--- src/rtl/rr_encoder_8.sv ---
// Purpose  : round-robin 8-to-3 encoder; picks one requester and holds its index/one-hot grant until accepted.
// Latency  : 1 cycle from req to out_valid; all outputs registered, no comb path from req/out_ready.
// Backpress: while out_valid && !out_ready every output is frozen and req is ignored.
//
// Ports:
//   clock, ctrl_reset_n        - sole clock, async active-low reset
//   req[7:0]                   - request levels, sampled every rising edge
//   out_ready                  - consumer accepts the presented grant
//   out_valid/out_index/
//   out_onehot/out_multi       - registered grant; multi = >1 request when captured
//   RR_ENABLE (param)          - 1: rotate priority after each accept; 0: fixed, index 0 highest
module rr_encoder_8 #(
    parameter bit RR_ENABLE = 1'b1
) (
    input  logic       clock,
    input  logic       ctrl_reset_n,
    input  logic [7:0] req,
    input  logic       out_ready,
    output logic       out_valid,
    output logic [2:0] out_index,
    output logic [7:0] out_onehot,
    output logic       out_multi
);

    typedef enum logic {EMPTY = 1'b0, HOLD = 1'b1} state_t;

    state_t     state_q, state_d;
    logic [2:0] ptr_q, ptr_d;
    logic [2:0] idx_q, idx_d;
    logic [7:0] onehot_q, onehot_d;
    logic       multi_q, multi_d;

    logic       handshake;
    logic [2:0] base;
    logic [15:0] dbl;
    logic [2:0] off;
    logic [2:0] winner;
    logic       req_any;
    logic       req_multi;

    assign handshake = (state_q == HOLD) && out_ready;
    assign req_any   = |req;
    // Clearing the lowest set bit leaves something only if two or more bits were set.
    assign req_multi = |(req & (req - 8'd1));

    // Search base: after an accept the just-granted index drops to last place.
    always_comb begin
        base = ptr_q;
        if (!RR_ENABLE) begin
            base = 3'd0;
        end else if (handshake) begin
            base = 3'(idx_q + 3'd1);
        end
    end

    // Rotate req so the base lands at bit 0, take the lowest set bit, then undo the rotation.
    always_comb begin
        dbl = {req, req} >> base;
        off = 3'd0;
        for (int i = 7; i >= 0; i--) begin
            if (dbl[i]) begin
                off = 3'(i);
            end
        end
        winner = 3'(base + off);
    end

    always_comb begin
        state_d  = state_q;
        ptr_d    = ptr_q;
        idx_d    = idx_q;
        onehot_d = onehot_q;
        multi_d  = multi_q;
        case (state_q)
            EMPTY: begin
                if (req_any) begin
                    state_d  = HOLD;
                    idx_d    = winner;
                    onehot_d = 8'd1 << winner;
                    multi_d  = req_multi;
                end
            end
            HOLD: begin
                if (out_ready) begin
                    ptr_d = RR_ENABLE ? 3'(idx_q + 3'd1) : 3'd0;
                    if (req_any) begin
                        idx_d    = winner;
                        onehot_d = 8'd1 << winner;
                        multi_d  = req_multi;
                    end else begin
                        state_d  = EMPTY;
                        idx_d    = 3'd0;
                        onehot_d = 8'h00;
                        multi_d  = 1'b0;
                    end
                end
            end
            default: state_d = EMPTY;
        endcase
    end

    always_ff @(posedge clock or negedge ctrl_reset_n) begin
        if (!ctrl_reset_n) begin
            state_q  <= EMPTY;
            ptr_q    <= 3'd0;
            idx_q    <= 3'd0;
            onehot_q <= 8'h00;
            multi_q  <= 1'b0;
        end else begin
            state_q  <= state_d;
            ptr_q    <= ptr_d;
            idx_q    <= idx_d;
            onehot_q <= onehot_d;
            multi_q  <= multi_d;
        end
    end

    assign out_valid  = (state_q == HOLD);
    assign out_index  = idx_q;
    assign out_onehot = onehot_q;
    assign out_multi  = multi_q;

endmodule

--- config.mk ---
export PLATFORM = sky130hd
export DESIGN_NAME = rr_encoder_8
export DESIGN_NICKNAME = d
export VERILOG_FILES = /design/src/rtl/rr_encoder_8.sv
export SDC_FILE = /design/constraint.sdc
export NUM_CORES = 1
export LEC_CHECK = 0
export CAP_MARGIN = 20
export CORE_MARGIN = 2
export CORE_UTILIZATION = 52
export DETAILED_ROUTE_END_ITERATION = 10
export GPL_TIMING_DRIVEN = 0
export PLACE_DENSITY_LB_ADDON = 0.2
export REMOVE_ABC_BUFFERS = 1
export SLEW_MARGIN = 25
export SYNTH_ARGS = -nofsm -noshare
export SYNTH_HDL_FRONTEND = slang
export SYNTH_SLANG_ARGS = --single-unit
--- constraint.sdc ---
create_clock -name clock -period 5.1 [get_ports clock]
set_clock_uncertainty 0.05 [all_clocks]
set_input_delay 1.02 -clock clock [delete_from_list [all_inputs] [get_ports clock]]
set_output_delay 1.02 -clock clock [all_outputs]
set_load 0.02 [all_outputs]
==> impl_metrics.ini, run 1 <==
[status]
status = finished, final reports clean

[hold_path]
worstHoldPathType = reg2reg
whs_endpoint = out_onehot[1]
holdPathStages = 2
min_from = out_onehot[1]

[critical_path]
r2r-end = out_onehot[3]
cp_num_cells = 14
crit_fanout = 12
crit_buf_inv = 1
worst-setup-path-type = in2reg
reg2reg_from = out_index[0]
r2r_slack_ps = 970
required_ps = 5220
arrival_ps = 5040
slowest_delay_ps = 650
endpoint_kind = flop
reg2reg_depth = 15
crit_family = simple AND/OR/NAND/NOR gates
crit_top_cell = a21oi_1
critPathLaunchType = input port
path_cells = clkdlybuf4s50_1, and3_1, nor2_4, a21oi_1, mux4_2, or3b_1, o211ai_1, a21oi_1, nand2_1, fa_1, xnor2_1, xnor2_2, and2_4, a32o_1
slowest_stage = clkdlybuf4s50_1

[power]
ir_drop_mv = 0.565
finalPower_mw = 1.25
power.leakage_nw = 0.625
cellPowerDensity_nw_per_um2 = 792

[yosys]
synth_common_cells = dfrtp_1, a21oi_1, nand2_1, a211oi_1
ys_ff_latch = 16
yosysMostFrequentCell = dfrtp_1
ys.flop_type = dfrtp_1
netlist_area_um2 = 1320
yosysTopAreaCell = dfrtp_1
synthArstFlopShare_pct = 100
synth_edf_count = 0
synth_top_area_share_pct = 30.3
synth_area_leaders = dfrtp_1, a211oi_1, a21oi_1
syn_area_per_cell_um2 = 9.17
synth_cell_type_count = 48
synth_seq_area_share_pct = 30.3
synth_cells = 144
ys.warnings.count = 0

[drt]
wl_per_cell_um = 16.2
final_antenna_net_count = 0
vias_per_cell = 6.26
totalWireLength_um = 3160
drt-initial-drc-count = 20
drc = 0
dr.pass1.iters = 5
vias = 1221

[placed_design]
port_buffers = 23
post_dp_cell_area_um2 = 1550
dpl.hpwl_um = 2450
placed_cells = 192
gp_congestion = 0.879

[sta]
tightest_slew_ps = 785
final_max_slew_viol_count = 0
period_needed_ps = 4910
max_freq_mhz = 203
setup_viol = 0
finalHoldViolations = 0
fin_tns_setup_ps = 0
fin_crit_sh_pct = 96.4
slew_headroom_pct = 47.2

[cells_and_area]
drive_gt1_share_pct = 9.70
antenna_cells = 0
synthToLayoutAreaGrowth_pct = 19.5
finalInstanceArea_um2 = 1580
layout.nets = 180
fin_cells = 195
fill_cells = 225
seq_area_um2 = 400
multi_input_area_um2 = 857

[grt]
grt_use_total_pct = 23.8
grt_max_degree = 17
grt_pass1_vias = 1110
antenna_found_initial = 0
overflow = 0
grt_pass1_wl_um = 5030

[clock_network]
cts.sinks = 16
cts_buffer_depth = 2
htreeDepth = 1
cts_buffers = 3
clock-root-buffer = clkbuf_4
cts_tree = done
clk_pin_slew_ps = 90
insertion_delay_ps = 290
cts_hold_buf = 0

[run]
cap_viol_max_count = 0

[floorplanning]
die_w_um = 54.4
rows = 18
start_util_pct = 54.3
core_um2 = 2430
io_pins = 24
die_area_um2 = 2960
die_y_um = 54.4
[how the worst max path moves through the flow]
| stage | slack [ps] | from | to |
|---|---|---|---|
| 6_report | 190 | out_ready | out_onehot[3] |
| 5_1_grt | -10 | out_ready | out_onehot[3] |
| 3_3_place_gp | -30 | out_ready | out_onehot[5] |
| 3_5_place_dp | -110 | out_ready | out_onehot[5] |
| 2_1_floorplan | 1110 | out_ready | out_onehot[4] |
| 4_1_cts | 190 | out_ready | out_onehot[4] |
[cells in the final DEF, fill, tap and decap left out, types with 3 or more instances in the layout]
master            n
o21ai_0           6
a21oi_1          15
xnor2_1           3
nor2_1            7
nand3_1           6
nor3_1            3
inv_1             7
dfrtp_1          16
nand2_1          11
a211oi_1         10
a32o_1            6
a21boi_1          3
clkbuf_4          3
clkdlybuf4s50_1  23
a21o_1            3
[worst reg2reg max path: cells and delay by family, from the launching register on]
family,cells,cell delay [ps]
AOI/OAI and AO/OA,7,1780
DFF,1,460
adders and majority gates,2,640
and+or+nand+nor,2,310
buffers and inverters,1,170
xor gates and xnor gates,3,630
[stage by stage]
stage / util, % / worst slack, ps / hold slack (ps)
2_1_floorplan: - / 1110 / 493
3_3_place_gp: 63.4 / -33.2 / 413
3_5_place_dp: 63.6 / -107 / 424
4_1_cts: 64.6 / 189 / 445
5_1_grt: 64.9 / -14.7 / 459
6_report: 64.9 / 186 / 438
[registers in the layout (all words and copies together), names as in the netlist]
signal / cells
out_onehot: 8
out_index: 3
ptr_q: 3
out_multi: 1
out_valid: 1
[layout make-up]
class	count	area share, %
multi-input cells	115	54.3
flip-flops and latches	16	25.4
repair buffers	23	14.6
well taps	30	2.38
inverters	8	1.90
clock buffers	3	1.43
[layer usage]
layer | share of wire (%) | track usage (%) | up-vias
met3 | 4.0 | 5.74 | 2
li1 | - | - | 594
met5 | 0 | 0 | -
met4 | 0.38 | 3.75 | 0
met2 | 50 | 38.8 | 31
met1 | 45 | 32.6 | 594
[cells by family after synthesis]
logic type / Yosys count / share of synthesized area (%)
AOI/OAI and AO/OA: 59 / 32.8
and+or+nand+nor: 43 / 18.5
buffers and inverters: 13 / 5.78
muxes: 5 / 6.07
xor gates and xnor gates: 5 / 3.32
DFF: 16 / 30.3
adders and majority gates: 3 / 3.22
[power by group]
part	internal, mW	total (mW)	switching (mW)
Clock	0.0275	0.0654	0.0380
Combinational	0.427	0.984	0.557
Sequential	0.172	0.201	0.0289
Total	0.626	1.25	0.624
[timing repair]
action	4_1_cts	5_1_grt
gates resized for setup	0	1
setup endpoints to repair	0	8
setup buffers	0	0
Power figures use the tool's default switching activity.
==> run 2, diff against run 1 <==
CTS_CLUSTER_SIZE = 25   (was not set)
==> results of run 2 <==
Same layout as run 1: the final DEF is identical, and so are final timing and power.
==> run 3, diff against run 2 <==
REMOVE_ABC_BUFFERS = not set   (was 1)
==> impl_metrics.ini, run 3 (synthesized netlist as in run 1, its figures left out) <==
[critical_path]
endpoint_kind = flop
critPathLaunchType = input port
arrival_ps = 4750
required_ps = 5230
worst-setup-path-type = in2reg
reg2reg_depth = 14
crit_fanout = 10

[sta]
final_max_slew_viol_count = 0
slew_headroom_pct = 52.7
setup_ws_ps = 481
max_freq_mhz = 216
fin_tns_setup_ps = 0
period_needed_ps = 4620
setup_viol = 0
tightest_slew_ps = 704
holdWs_ps = 458
finalHoldViolations = 0
rsz0062_at_grt = false
fin_crit_sh_pct = 90.6

[cells_and_area]
largest_reg_flops = 8
antenna_cells = 0
layout.nets = 185
synthToLayoutAreaGrowth_pct = 22.5
drive_gt1_share_pct = 11.8
fin_cells = 200
mostFrequentLayoutCells = clkdlybuf4s50_1, dfrtp_1, a21oi_1, nand2_1, a211oi_1
final_common_cell = clkdlybuf4s50_1

[power]
power.leakage_nw = 0.647
cellPowerDensity_nw_per_um2 = 788
p_sw_mw = 0.641
ir_drop_mv = 0.606
clockPowerShare_pct = 5.1
p_int_mw = 0.633
finalPower_mw = 1.27
seqPwrFrac_pct = 15.9
power_frac_comb_pct = 79.0
swShare_pct = 50.3

[grt]
overflow = 0
antenna_found_initial = 0
grt_pass1_wl_um = 5210
grt_use_total_pct = 23.9
grt_pass1_vias = 1215
grt_max_degree = 17

[clock_network]
clk_pin_slew_ps = 90
cts.sinks = 16
cts_hold_buf = 0
post_cts_buffers = 0
cts_buffer_depth = 2
insertion_delay_ps = 290
cts_buffers = 3
cts_resized = 0
htreeDepth = 1
clock-root-buffer = clkbuf_4
cts_tree = done

[placed_design]
place_ws_ps = 206
placed_cells = 197
port_buffers = 23
gp_congestion = 0.862
dpl.hpwl_um = 2520

[drt]
vias = 1266
final_antenna_net_count = 0
dr.pass1.iters = 4
totalWireLength_um = 3290
drt-initial-drc-count = 29
wl_per_cell_um = 16.5
vias_per_cell = 6.33
drc = 0

[floorplanning]
die_y_um = 54.4
io_pins = 24
rows = 18
die_w_um = 54.4
die_area_um2 = 2960
core_um2 = 2430
start_util_pct = 54.3

[status]
status = finished, final reports clean

[run]
cap_viol_max_count = 0

[hold_path]
holdPathStages = 1
worstHoldPathType = reg2reg

[yosys]
syn_nets = 157
-- run 3: changes by cell type in the layout (fill, tap and decap cells not counted), sizes merged --
cell  before  now
buf        0    5
-- run 3: power by group through the flow --
stage	combinational (mW)	clock, mW	sequential, mW
final	1.01	0.0656	0.202
after global routing	1.10	0.0704	0.207
after CTS	1.00	0.0643	0.202
after detailed placement	0.994	0	0.205
after global placement	0.960	0	0.202
after floorplan	0.730	0	0.231
-- run 3: routing by layer --
layer,track usage [%],part of all wire (%),up-vias
li1,-,-,607
met1,29.6,45,622
met2,43.6,51,31
met3,1.91,3.0,6
met4,7.92,1.4,0
met5,0,0,-
-- run 3: metrics by stage --
step	cell area, µm²	utilization [%]
final	1620	66.5
after global routing	1620	66.5
after CTS	1610	66.2
after detailed placement	1590	65.3
after global placement	1590	65.3
after floorplan	1320	-
-- run 3: worst max-delay path, stage by stage --
cell             delay, ps
clkdlybuf4s50_1        490
buf_6                  150
a21oi_1                 70
a31o_2                 290
inv_2                  140
mux4_2                 530
or3b_1                 180
o211ai_1                80
a21oi_1                310
nand2_1                120
fa_1                   380
xnor2_1                150
xnor2_1                420
nor2_1                 130
a32o_1                 280
-- run 3: worst paths after layout --
check	slack, ps	to	start
worst max-delay path	480	out_onehot[4]	out_ready
worst min-delay path	460	out_onehot[2]	out_onehot[2]
worst max register to register	1070	out_onehot[4]	out_index[0]
worst min register to register	460	out_onehot[2]	out_onehot[2]
max in group asynchronous	3460	out_onehot[4]	ctrl_reset_n
min in group asynchronous	1100	out_index[2]	ctrl_reset_n
-- run 3: final cells by class --
cell class | instances | area (µm²)
Buffer | 5 | 46.3
Tap cell | 30 | 37.5
Clock buffer | 3 | 22.5
Multi-Input combinational cell | 115 | 850
Inverter | 8 | 30.0
Sequential cell | 16 | 400
Fill cell | 225 | 816
Timing Repair Buffer | 23 | 230
